[config.mk]
export PLATFORM = sky130hd
export DESIGN_NAME = bitstream_refill
export DESIGN_NICKNAME = d
export VERILOG_FILES = /design/src/rtl/bitstream_refill_pkg.sv /design/src/rtl/bitstream_refill_window_shifter.sv /design/src/rtl/bitstream_refill.sv
export SDC_FILE = /design/constraint.sdc
export NUM_CORES = 1
export LEC_CHECK = 0
export CAP_MARGIN = 25
export CELL_PAD_IN_SITES_DETAIL_PLACEMENT = 1
export CELL_PAD_IN_SITES_GLOBAL_PLACEMENT = 1
export CORE_ASPECT_RATIO = 1.4
export CORE_MARGIN = 8
export CORE_UTILIZATION = 35
export CTS_CLUSTER_SIZE = 8
export DETAILED_ROUTE_END_ITERATION = 7
export PLACE_DENSITY_LB_ADDON = 0.1
export SKIP_LAST_GASP = 1
export SYNTH_ARGS = -nofsm -noshare
export SYNTH_HDL_FRONTEND = slang
export SYNTH_SLANG_ARGS = --single-unit
[constraint.sdc]
create_clock -name s1_clk -period 5.2 [get_ports s1_clk]
set_input_delay 1.04 -clock s1_clk [delete_from_list [all_inputs] [get_ports s1_clk]]
set_output_delay 1.04 -clock s1_clk [all_outputs]
set_load 0.01 [all_outputs]
[src/rtl/bitstream_refill_pkg.sv]
// Shared definitions for the bitstream refill block: FSM encoding, pad byte, maximum renormalisation shift.
package bitstream_refill_pkg;

  typedef enum logic [1:0] {
    IDLE  = 2'd0,
    PRIME = 2'd1,
    RUN   = 2'd2,
    PAD   = 2'd3
  } state_t;

  // Stored form of a zero pad byte after the inversion applied to every inserted byte.
  localparam logic [7:0] PAD_BYTE  = 8'hFF;
  localparam int         MAX_SHIFT = 16;

endpackage

[src/rtl/bitstream_refill_window_shifter.sv]
// Combinational window datapath: left shift with zero fill, then MSB-aligned byte insert below the remaining bits.
module window_shifter #(
  parameter int WIN_W  = 32,
  parameter int BYTE_W = 8,
  parameter int D_SIZE = 5,
  parameter int CNT_W  = $clog2(WIN_W + 1)
) (
  input  logic [WIN_W-1:0]  win,
  input  logic [CNT_W-1:0]  cnt,
  input  logic [D_SIZE-1:0] amt,
  input  logic [BYTE_W-1:0] ins_byte,
  input  logic              insert_en,
  output logic [WIN_W-1:0]  win_next,
  output logic [CNT_W-1:0]  cnt_next
);

  logic [WIN_W-1:0] shifted;
  logic [WIN_W-1:0] placed;
  logic [CNT_W-1:0] cnt_shifted;

  // Bits below the valid count are always zero, so the insert can simply be OR-ed in.
  always_comb begin
    shifted     = win << amt;
    cnt_shifted = cnt - CNT_W'(amt);
    placed      = {ins_byte, {(WIN_W-BYTE_W){1'b0}}} >> cnt_shifted;
    win_next    = shifted;
    cnt_next    = cnt_shifted;
    if (insert_en) begin
      win_next = shifted | placed;
      cnt_next = cnt_shifted + CNT_W'(BYTE_W);
    end
  end

endmodule

[src/rtl/bitstream_refill.sv]
// Byte-to-window refill for an arithmetic decoder core, with end-of-frame padding of inverted zeros.
// Optional BR_OVERRUN_CHECK_EN tracks real stream bits and flags over-consumption while padding.
module bitstream_refill
  import bitstream_refill_pkg::*;
#(
  parameter int S1_WIN_WIDTH   = 32,
  parameter int S1_BYTE_WIDTH  = 8,
  parameter int S1_RANGE_WIDTH = 16,
  parameter int S1_D_SIZE      = 5
) (
  input  logic                      s1_clk,
  input  logic                      s1_reset,
  input  logic                      s1_flag_first,
  input  logic [S1_BYTE_WIDTH-1:0]  in_byte,
  input  logic                      in_byte_valid,
  input  logic                      in_byte_last,
  output logic                      out_byte_ready,
  input  logic                      in_shift_req,
  input  logic [S1_D_SIZE-1:0]      in_shift_amt,
  output logic [S1_RANGE_WIDTH-1:0] out_window,
  output logic                      out_window_valid,
  output logic                      out_flag_pad,
  output logic                      out_overrun
);

  localparam int CW = $clog2(S1_WIN_WIDTH + 1);
  localparam logic [CW-1:0] CNT_ROOM  = CW'(S1_WIN_WIDTH - S1_BYTE_WIDTH);
  localparam logic [CW-1:0] CNT_VALID = CW'(MAX_SHIFT);

  state_t                     state, state_n;
  logic [S1_WIN_WIDTH-1:0]    win, win_n;
  logic [CW-1:0]              cnt, cnt_n;
  logic                       shift_en, sat, byte_acc, pad_ins, ins_en, ovr_set;
  logic [S1_D_SIZE-1:0]       amt;
  logic [S1_BYTE_WIDTH-1:0]   ins_dat;

  always_comb begin
    shift_en = in_shift_req && out_window_valid && (state == RUN || state == PAD);
    sat      = int'(in_shift_amt) > int'(cnt);
    amt      = '0;
    if (shift_en) amt = sat ? S1_D_SIZE'(cnt) : in_shift_amt;
    byte_acc = in_byte_valid && out_byte_ready;
    pad_ins  = (state == PAD) && (cnt <= CNT_ROOM);
    ins_en   = byte_acc || pad_ins;
    ins_dat  = pad_ins ? S1_BYTE_WIDTH'(PAD_BYTE) : ~in_byte;
  end

  window_shifter #(
    .WIN_W  (S1_WIN_WIDTH),
    .BYTE_W (S1_BYTE_WIDTH),
    .D_SIZE (S1_D_SIZE),
    .CNT_W  (CW)
  ) u_shifter (
    .win       (win),
    .cnt       (cnt),
    .amt       (amt),
    .ins_byte  (ins_dat),
    .insert_en (ins_en),
    .win_next  (win_n),
    .cnt_next  (cnt_n)
  );

  // A last byte taken while still priming goes straight to padding.
  always_comb begin
    state_n = state;
    case (state)
      PRIME:   if (byte_acc && in_byte_last) state_n = PAD;
               else if (cnt_n >= CNT_VALID)  state_n = RUN;
      RUN:     if (byte_acc && in_byte_last) state_n = PAD;
      default: state_n = state;
    endcase
  end

`ifdef BR_OVERRUN_CHECK_EN
  logic [CW-1:0] real_cnt, real_dec;

  always_comb begin
    real_dec = (real_cnt > CW'(amt)) ? real_cnt - CW'(amt) : '0;
    ovr_set  = shift_en && (sat || (state == PAD && int'(in_shift_amt) > int'(real_cnt)));
  end

  always_ff @(posedge s1_clk or negedge s1_reset) begin
    if (!s1_reset)          real_cnt <= '0;
    else if (s1_flag_first) real_cnt <= '0;
    else                    real_cnt <= real_dec + (byte_acc ? CW'(S1_BYTE_WIDTH) : CW'(0));
  end
`else
  always_comb ovr_set = shift_en && sat;
`endif

  always_ff @(posedge s1_clk or negedge s1_reset) begin
    if (!s1_reset) begin
      state            <= IDLE;
      win              <= '0;
      cnt              <= '0;
      out_byte_ready   <= 1'b0;
      out_window_valid <= 1'b0;
      out_flag_pad     <= 1'b0;
      out_overrun      <= 1'b0;
    end else if (s1_flag_first) begin
      state            <= PRIME;
      win              <= '0;
      cnt              <= '0;
      out_byte_ready   <= 1'b1;
      out_window_valid <= 1'b0;
      out_flag_pad     <= 1'b0;
      out_overrun      <= 1'b0;
    end else begin
      state            <= state_n;
      win              <= win_n;
      cnt              <= cnt_n;
      out_byte_ready   <= (state_n == PRIME || state_n == RUN) && (cnt_n <= CNT_ROOM);
      out_window_valid <= (cnt_n >= CNT_VALID) && (state_n == RUN || state_n == PAD);
      out_flag_pad     <= (state_n == PAD);
      out_overrun      <= out_overrun || ovr_set;
    end
  end

  assign out_window = win[S1_WIN_WIDTH-1 -: S1_RANGE_WIDTH];

endmodule

-- Word level (Yosys, flattened, before mapping)
Index checks and enable logic that the tools add are counted.
- register bits: 44
- input bits: 19
- output and inout port bits: 20
- word-level logic and storage cells: 52
- $add $sub $neg: 2
- magnitude comparators: 4
- equality and inequality tests: 6
- shift operators: 2
- multiplexer cells: 16
- bitwise operators: 2
- reduce and logical (&&, ||, !) cells: 13
- operators by type and width (kind ; count):
    $mux W32 ; 2
    $or A32 B32 Y32 ; 1
    $shl A32 B5 Y32 ; 1
    $shr A32 B6 Y32 ; 1
    $le A6 B5 Y1 const B ; 2
    $mux W6 ; 2
    $mux W5 ; 2
    $eq A2 B2 Y1 const B ; 4
    $logic_and A1 B1 Y1 ; 8
    $mux W2 ; 4
    $mux W8 ; 1
    $not A8 Y8 ; 1
    $add A6 B4 Y6 const B ; 1
    $ge A6 B5 Y1 const B ; 1
    $gt A5 B6 Y1 ; 1
    $sub A6 B5 Y6 ; 1
    $logic_or A1 B1 Y1 ; 5
    $eq A2 B1 Y1 const B ; 2
    $mux W1 ; 4
    $pmux W2 S2 ; 1

-- Longest topological paths before layout
Gate-level depths: netlist of the first run.
- depth in word-level cells: 15
- depth in mapped cells: 23
- depth with buffers taken out: 21

-- By module
Synthesis of the first run repeated with hierarchy kept, for this count alone.
- cells, all modules: 562
- area total of the unflattened synthesis: 4588.2 um2
- by module, submodules not included (module ; instances ; cells each ; area each (um2) ; seq. area each (um2)):
    window_shifter ; 1 ; 385 ; 2620.0 ; 0.0
    bitstream_refill ; 1 ; 177 ; 1968.1 ; 1101.1

-- Least setup slack after synthesis of the first run
No wires, ideal clock.
- kind: input port to flip-flop
- start point: input in_shift_amt[4]
- end point: register out_byte_ready
- arrival: 5.155 ns
- required time: 5.082 ns
- setup slack: -0.074 ns
- stages on the path: 18
- path buffers: 1
- cells stage by stage: ha_1 > and3_1 > a31o_1 > a21oi_4 > mux2i_1 > nor2_4 > inv_2 > buf_1 > ha_1 > nor2b_1 > o21ai_1 > a2111oi_0 > a211oi_2 > mux2i_1 > o21ai_1 > a22oi_1 > ha_1 > a21o_1
- word-level cells in the longest chain between the ends: 14
- RTL lines (element ; line ; RTL):
    from (decl) ; bitstream_refill.sv:19 ; input logic [S1_D_SIZE-1:0] in_shift_amt,
    $gt A5 B6 Y1 ; bitstream_refill.sv:39 ; sat = int'(in_shift_amt) > int'(cnt);
    $mux W5 * (2 in series) ; bitstream_refill.sv:41 ; if (shift_en) amt = sat ? S1_D_SIZE'(cnt) : in_shift_amt;
    $sub A6 B5 Y6 * ; bitstream_refill_window_shifter.sv:24 ; cnt_shifted = cnt - CNT_W'(amt);
    $add A6 B4 Y6 ; bitstream_refill_window_shifter.sv:30 ; cnt_next = cnt_shifted + CNT_W'(BYTE_W);
    $mux W6 * ; bitstream_refill_window_shifter.sv:28 ; if (insert_en) begin
    $ge A6 B5 Y1 ; bitstream_refill.sv:68 ; else if (cnt_n >= CNT_VALID) state_n = RUN;
    $mux W2 ; bitstream_refill.sv:68 ;
    $mux W2 ; bitstream_refill.sv:67 ; PRIME: if (byte_acc && in_byte_last) state_n = PAD;
    $pmux W2 S2 ; bitstream_refill.sv:66 ; case (state)
    $eq A2 B1 Y1 / $eq A2 B2 Y1 (equally long branches) ; bitstream_refill.sv:112 ; out_byte_ready <= (state_n == PRIME || state_n == RUN) && (cnt_n <= CNT_ROOM);
    $logic_or A1 B1 Y1 ; bitstream_refill.sv:112 ;
    $logic_and A1 B1 Y1 * ; bitstream_refill.sv:112 ;
    $mux W1 * ; bitstream_refill.sv:100 ; end else if (s1_flag_first) begin
    to (signal assigned) ; bitstream_refill.sv:112 ;
    to (decl) ; bitstream_refill.sv:17 ; output logic out_byte_ready,
Mark *: on every way between the ends. The rest lies on a longest branch, timed or not.

-- Final worst setup path of the first run
- start point: input in_shift_amt[4]
- end point: register out_window_valid
- word-level cells in the longest chain between the ends: 14
- RTL lines (element ; line ; RTL):
    $gt A5 B6 Y1 ; bitstream_refill.sv:39 ;
    $mux W5 * (2 in series) ; bitstream_refill.sv:41 ;
    $sub A6 B5 Y6 * ; bitstream_refill_window_shifter.sv:24 ;
    $add A6 B4 Y6 ; bitstream_refill_window_shifter.sv:30 ;
    $mux W6 * ; bitstream_refill_window_shifter.sv:28 ;
    $ge A6 B5 Y1 * ; bitstream_refill.sv:68, bitstream_refill.sv:113 ;
    $mux W2 ; bitstream_refill.sv:68 ;
    $mux W2 ; bitstream_refill.sv:67 ;
    $pmux W2 S2 ; bitstream_refill.sv:66 ;
    $eq A2 B2 Y1 ; bitstream_refill.sv:113 ; out_window_valid <= (cnt_n >= CNT_VALID) && (state_n == RUN || state_n == PAD);
    $logic_or A1 B1 Y1 ; bitstream_refill.sv:113 ;
    $logic_and A1 B1 Y1 * ; bitstream_refill.sv:113 ;
    $mux W1 * ; bitstream_refill.sv:100 ;
    to (signal assigned) ; bitstream_refill.sv:113 ;
    to (decl) ; bitstream_refill.sv:21 ; output logic out_window_valid,
Marks and branches as above.

==> qor.yml, run 1 <==
final_layout:
  nets: 649
  fillers: 1516
  drive_gt1_frac: 0.194
  area_delta_synth_final_pct: 22.7
  antenna_cells: 0
  final_util: 0.436
clock_tree:
  cts-root-buf: "clkbuf_16"
  cts.htree.levels: 2
  insertion_delay_ns: 0.29
  cts-buffers-inserted: 5
  clock-sinks: 44
  cts_tree: "yes"
  cts.path.max_buffers: 2
  clk_pin_slew_ns: 0.06
logic_synthesis:
  syn_inst: 541
  synth.largest_area_cell: "dfrtp_1"
  synth_top_cells_by_area: "dfrtp_1, mux2i_1, nand2_1"
  ys_seq_area_frac: 0.241
  synth_ff_type: "dfrtp_1"
  synth.avg_cell_area_um2: 8.43
  synth.ff_latch_count: 44
  synth_cell_type_count: 77
  syn_area_um2: 4560
  syn-num-nets: 576
  yosysTopAreaCellShare: 0.241
  synth_warnings: 0
  synth_edf_count: 0
  async_reset_ff_frac: 1.00
power_and_ir_drop:
  internal_power_mw: 1.27
  combPwrFrac: 0.636
  p_seq_frac: 0.223
  leakage_nw: 2.48
  power.clock.fraction: 0.141
  p_switching_mw: 0.995
  powerDensity_nw_per_um2: 404
  p_sw_frac: 0.440
  peakVddDrop_v: 0.000229
detailed_routing:
  drtIter0Drc: 161
  drtPass1Iterations: 4
  routed_wl_mm: 18.6
  vias: 4528
  vias_per_cell: 5.90
  drt-wirelength-per-cell_um: 24.3
  drt.antenna.violating_nets: 0
  drc_errors: 0
sta:
  postLayoutSetupSlackWorst_ns: 0.194
  finalCritPeriodShare: 0.963
  period_minus_slack_ns: 5.01
  skew_ns: 0.00914
  worst_pin_slew_ns: 0.878
  drv_slew: 0
  finalHoldViolations: 0
  whs_ns: 0.511
  setup_violations: 0
  setup_tns_ns: 0
  slew_headroom: 0.413
  fmax_mhz: 200
critical_path:
  path_depth: 21
  path_class: "in2reg"
  r2r-start: "cnt[3]"
  timing.rr.end: "out_window_valid"
  cp_max_fo: 6
  critPathLaunchType: "primary input"
  cp_num_buf_inv: 6
  r2r_setup_slack_ns: 0.92
  max_stage_delay_ns: 0.45
  cp_top_family: "buffers and inverters"
  crit_arrival_ns: 5.13
  crit_end: "out_window_valid"
  slowest_stage: "clkdlybuf4s50_1"
  setup.worst_path.end_class: "flop"
  cp-startpoint: "in_shift_amt[4]"
  required_ns: 5.32
  crit_chain: "clkdlybuf4s50_1 -> ha_1 -> and3_1 -> a31o_1 -> a21oi_4 -> buf_4 -> mux2i_4 -> clkinv_2 -> ha_1 -> o21ai_1 -> buf_4 -> a21o_1 -> a211oi_2 -> buf_4 -> mux2i_4 -> buf_4 -> a21oi_1 -> o32a_1 -> ha_1 -> nor2_1 -> nor3_1"
  critPathMostFrequentCell: "buf_4"
  ff2ff_path_depth: 21
floorplanning:
  die_area_um2: 17000
  top_level_ports: 39
  fp.dieH_um: 151
  start_util: 0.356
  dieWidth_um: 112
  row_count: 49
  core_area_um2: 12800
global_route:
  grt_pass1_wl_mm: 28.9
  grt-ovfl-total: 0
  antenna_found_initial: 0
  track_usage: 0.223
  grt_max_degree: 32
  grt_pass1_vias: 5000
status:
  status: "finished clean"
job:
  cap_violations: 0
place:
  dpl_worst_slack_ns: -0.326
  finalWeightedCongestion: 0.978
  dpl.hpwl_mm: 15.1
  portBuffers: 38
worst_hold_path:
  hp-class: "reg2reg"
-- how the worst min path moves through the flow --
| stage | from | endpoint | cells past startpoint |
|---|---|---|---|
| floorplan | out_overrun | out_overrun | 2 |
| global placement | out_overrun | out_overrun | 2 |
| detailed placement | out_overrun | out_overrun | 2 |
| CTS | out_overrun | out_overrun | 2 |
| global route | out_overrun | out_overrun | 2 |
| finish | out_overrun | out_overrun | 2 |
-- synthesized netlist by cell type, drive strengths merged, types with 9 or more instances --
library cell,instances
a21oi,33
clkbuf,17
dfrtp,44
inv,19
o211ai,10
mux2,12
ha,15
a22oi,14
nand2,63
o21ai,26
buf,28
nor3,13
nand3,9
a31oi,9
nor2,51
mux2i,78
-- layout make-up --
cell class	count	area (um^2)	share of cell area
clock buffers	6	129	0.0230
clock inverters	1	5.00	0.000895
inverters	20	78.8	0.0141
multi-input cells	432	3140	0.561
flip-flops and latches	44	1100	0.197
well taps	153	191	0.0342
repair buffers	111	948	0.170
-- state kept, by name (all words and copies together) (netlist names) --
signal,cells
out_window_valid,1
state,2
out_byte_ready,1
cnt,6
out_overrun,1
win,32
out_flag_pad,1
-- through the flow --
stage / cell area [um^2] / total power [mW] / instances
finish: 5590 / 2.26 / 767
global placement: 5400 / 1.87 / 758
detailed placement: 5420 / 1.89 / 759
global route: 5590 / 2.40 / 767
floorplan: 4560 / 1.29 / 541
CTS: 5550 / 2.23 / 766
-- kinds of logic (layout without fill, tap and decap cells) --
group,count (synthesis),after routing,share of synthesized area
simple gates,169,169,0.173
flops,44,44,0.241
xor+xnor,6,6,0.0115
mux,94,94,0.224
fa+ha+maj,16,16,0.0456
buf+inv,65,138,0.0771
compound gates,147,147,0.228
-- power by group through the flow --
stage | sequential (mW) | combinational, mW | clock (mW)
floorplan | 0.476 | 0.816 | 0
global placement | 0.506 | 1.36 | 0
detailed placement | 0.510 | 1.38 | 0
CTS | 0.504 | 1.40 | 0.327
global route | 0.513 | 1.56 | 0.336
finish | 0.504 | 1.44 | 0.319
-- worst min-delay path, stage by stage (launching register included) --
cell,delay [ns]
dfrtp_1,0.34
a21oi_1,0.04
nor2_1,0.08
-- placed cells by master, fill, tap and decap left out, drive strengths merged, types with 8 or more instances in the layout --
| master | Yosys | final |
|---|---|---|
| a22o | 8 | 8 |
| a21oi | 33 | 33 |
| inv | 19 | 19 |
| clkdlybuf4s50 | 0 | 37 |
| ha | 15 | 15 |
| a31oi | 9 | 9 |
| a22oi | 14 | 14 |
| o21ai | 26 | 26 |
| o211ai | 10 | 10 |
| mux2 | 12 | 12 |
| nand3 | 9 | 9 |
| mux2i | 78 | 78 |
| nand2 | 63 | 63 |
| nor3 | 13 | 13 |
| nor2 | 51 | 51 |
| buf | 28 | 74 |
| dfrtp | 44 | 44 |
-- per-layer routing --
| metal | part of all wire | routed length [um] | GRT usage | vias up |
|---|---|---|---|---|
| met4 | 0.066 | 1230 | 0.154 | 0 |
| met1 | 0.37 | 6860 | 0.228 | 2241 |
| li1 | - | - | - | 2120 |
| met5 | 0 | 0 | 0 | - |
| met3 | 0.032 | 600 | 0.0279 | 49 |
| met2 | 0.53 | 9930 | 0.417 | 118 |
-- timing repair --
action,CTS,global route
endpoints found under the setup margin,1,3
gates resized for setup,1,7
buffers inserted,0,1
hold buffers,0,0
pin swaps,0,1
No activity file was read; power rests on OpenSTA's default activity.
==> run 2, diff against run 1 <==
CAP_MARGIN = unset   (was 25)
CTS_BUF_LIST = sky130_fd_sc_hd__clkbuf_8   (was unset)
==> run 2 against run 1 <==
Combinational power hardly changed. Non-clock buffer count is 2 lower. Clock-buffer cell count fell by 1. Via count up 0.91%. Sequential share of layout area grew 0.27 points. Routed wire length increased by 0.28%. Register-to-register slack about the same. Die area did not move. Largest cell class unchanged.
==> qor.yml, run 2 (synthesis gave the netlist of run 1 again) <==
sta:
  fmax_mhz: 202  # +1.2%
  setup_violations: 0  # unchanged
  worst_pin_slew_ns: 1.14  # +0.259 ns
  rsz0062_at_grt: "false"
  finalHoldViolations: 0  # unchanged
  finalCritPeriodShare: 0.952  # -0.0111
  drv_slew: 0  # unchanged
  slew_headroom: 0.242  # -0.171
  skew_ns: 0.0114  # +0.00221 ns
  period_minus_slack_ns: 4.95  # -0.0577 ns
final_layout:
  final_common_cell: "mux2i_1"
  reg_top3: "win (32), cnt (6), state (2)"
  fin_area_um2: 5520  # -1.3%
  final_cell_mix: "mux2i_1, buf_4, nand2_1, nor2_1, dfrtp_1"
  final_util: 0.431  # -0.00586
  drive_gt1_frac: 0.188  # -0.00560
  area_delta_synth_final_pct: 21.0
  largest_reg_flops: 32  # unchanged
  regMostFlops: "win"
  nets: 647  # -0.31%
  antenna_cells: 0  # unchanged
critical_path:
  cp_max_fo: 11  # +5
  critPathMostFrequentCell: "buf_4"
  cp_top_family: "buffers and inverters"
  crit_chain: "clkdlybuf4s50_1 -> ha_1 -> and3_1 -> a31o_1 -> a21oi_4 -> mux2i_1 -> buf_4 -> nor2_4 -> buf_4 -> fa_1 -> buf_4 -> xor2_1 -> buf_4 -> buf_12 -> or3_1 -> o21ai_0 -> a22o_1 -> mux2i_1 -> nand2_1 -> o21ai_0 -> a32o_1"
  path_class: "in2reg"
  crit_arrival_ns: 5.15  # +0.02 ns
  max_stage_delay_ns: 0.45  # about the same
  cp_num_buf_inv: 6  # unchanged
  critPathLaunchType: "primary input"
  setup.worst_path.end_class: "flop"
  required_ns: 5.40  # +0.08 ns
  slowest_stage: "clkdlybuf4s50_1"
detailed_routing:
  drt-wirelength-per-cell_um: 24.4  # +0.68%
  vias_per_cell: 5.98  # +1.3%
  drt.antenna.violating_nets: 0  # unchanged
  drc_errors: 0  # unchanged
  routed_wl_mm: 18.7  # +0.28%
  vias: 4569  # +0.91%
  drtIter0Drc: 111  # -31%
  drtPass1Iterations: 4  # unchanged
global_route:
  grt_pass1_vias: 5063  # +1.3%
  use_met1: 0.227  # -0.00151
  gr-usage-met3: 0.0327  # +0.00479
  met2_usage: 0.417  # about the same
  antenna_found_initial: 0  # unchanged
  grt-ovfl-total: 0  # unchanged
  grt_pass1_wl_mm: 28.9  # +0.12%
  track_usage: 0.225  # +0.00150
  grt_max_degree: 45  # +41%
  grt_busiest_layer: "met2"
clock_tree:
  cts-buffers-inserted: 5  # unchanged
  post_cts_hold_buffer_count: 0  # unchanged
  cts_tree: "yes"
  insertion_delay_ns: 0.32  # +0.03 ns
  clk_pin_slew_ns: 0.09  # +0.03 ns
  cts.htree.levels: 2  # unchanged
  cts-root-buf: "clkbuf_8"
  clock-sinks: 44  # unchanged
  cts.path.max_buffers: 2  # unchanged
floorplanning:
  start_util: 0.356  # unchanged
  row_count: 49  # unchanged
  core_area_um2: 12800  # unchanged
  dieWidth_um: 112  # unchanged
  die_area_um2: 17000  # unchanged
  top_level_ports: 39  # unchanged
  fp.dieH_um: 151  # unchanged
power_and_ir_drop:
  p_total_mw: 2.19  # -3.0%
  peakVddDrop_v: 0.000233  # +1.9%
  leakage_nw: 2.44  # -1.4%
  powerDensity_nw_per_um2: 397  # -1.7%
place:
  dpl_cell_area_um2: 5400  # -0.37%
  dpl.hpwl_mm: 15.0  # -0.79%
  finalWeightedCongestion: 0.978  # unchanged
  portBuffers: 38  # unchanged
job:
  cap_violations: 0  # unchanged
status:
  status: "finished clean"
worst_hold_path:
  hp-class: "reg2reg"
[run 2: tightest hold or removal path: cells and delay by family, from the launching register on]
kind | cells | cell delay [ns]
DFF | 1 | 0.36
AOI/OAI and AO/OA | 1 | 0.04
and+or+nand+nor | 1 | 0.08
[run 2: per-stage QoR]
stage	setup WS [ns]	setup TNS [ns]	hold slack [ns]	cells
floorplan	0.0234	0	0.528	541
global placement	-0.164	-0.255	0.486	758
detailed placement	-0.310	-1.01	0.513	758
CTS	0.00534	0	0.540	764
global route	0.00428	0	0.555	764
finish	0.252	0	0.520	764
[run 2: metal layers]
| metal | vias to the layer above | routed length (um) | share of wire |
|---|---|---|---|
| li1 | 2118 | - | - |
| met1 | 2258 | 6810 | 0.36 |
| met2 | 135 | 9740 | 0.52 |
| met3 | 58 | 814 | 0.044 |
| met4 | 0 | 1310 | 0.070 |
| met5 | - | 0 | 0 |
[run 2: worst paths after layout]
| kind | from | end | slack (ns) | depth (start not counted) |
|---|---|---|---|---|
| setup / recovery | in_shift_amt[4] | win[22] | 0.25 | 21 |
| hold / removal | out_overrun | out_overrun | 0.52 | 2 |
| setup reg to reg | cnt[4] | win[22] | 0.93 | 21 |
| hold reg to reg | out_overrun | out_overrun | 0.52 | 2 |
| max in group asynchronous | s1_reset | win[29] | 3.56 | 1 |
| min in group asynchronous | s1_reset | win[7] | 0.92 | 1 |
[run 2: area by class of cell]
class                   instances  area (um^2)
multi-input cells             432         3130
clock buffers                   5         68.8
flip-flops and latches         44         1100
inverters                      20         78.8
well taps                     153          191
fillers                      1546         7300
clock inverters                 1         30.0
repair buffers                109          921
[run 2: repair_timing]
| item | 4_1_cts | 5_1_grt |
|---|---|---|
| setup endpoints to repair | 0 | 4 |
| setup buffers | 0 | 0 |
| resized for setup | 0 | 5 |
[run 2: power by group]
part | internal [mW] | switching [mW] | total, mW
registers | 0.421 | 0.0837 | 0.504
logic | 0.652 | 0.763 | 1.42
clock network | 0.138 | 0.135 | 0.274
total | 1.21 | 0.982 | 2.19
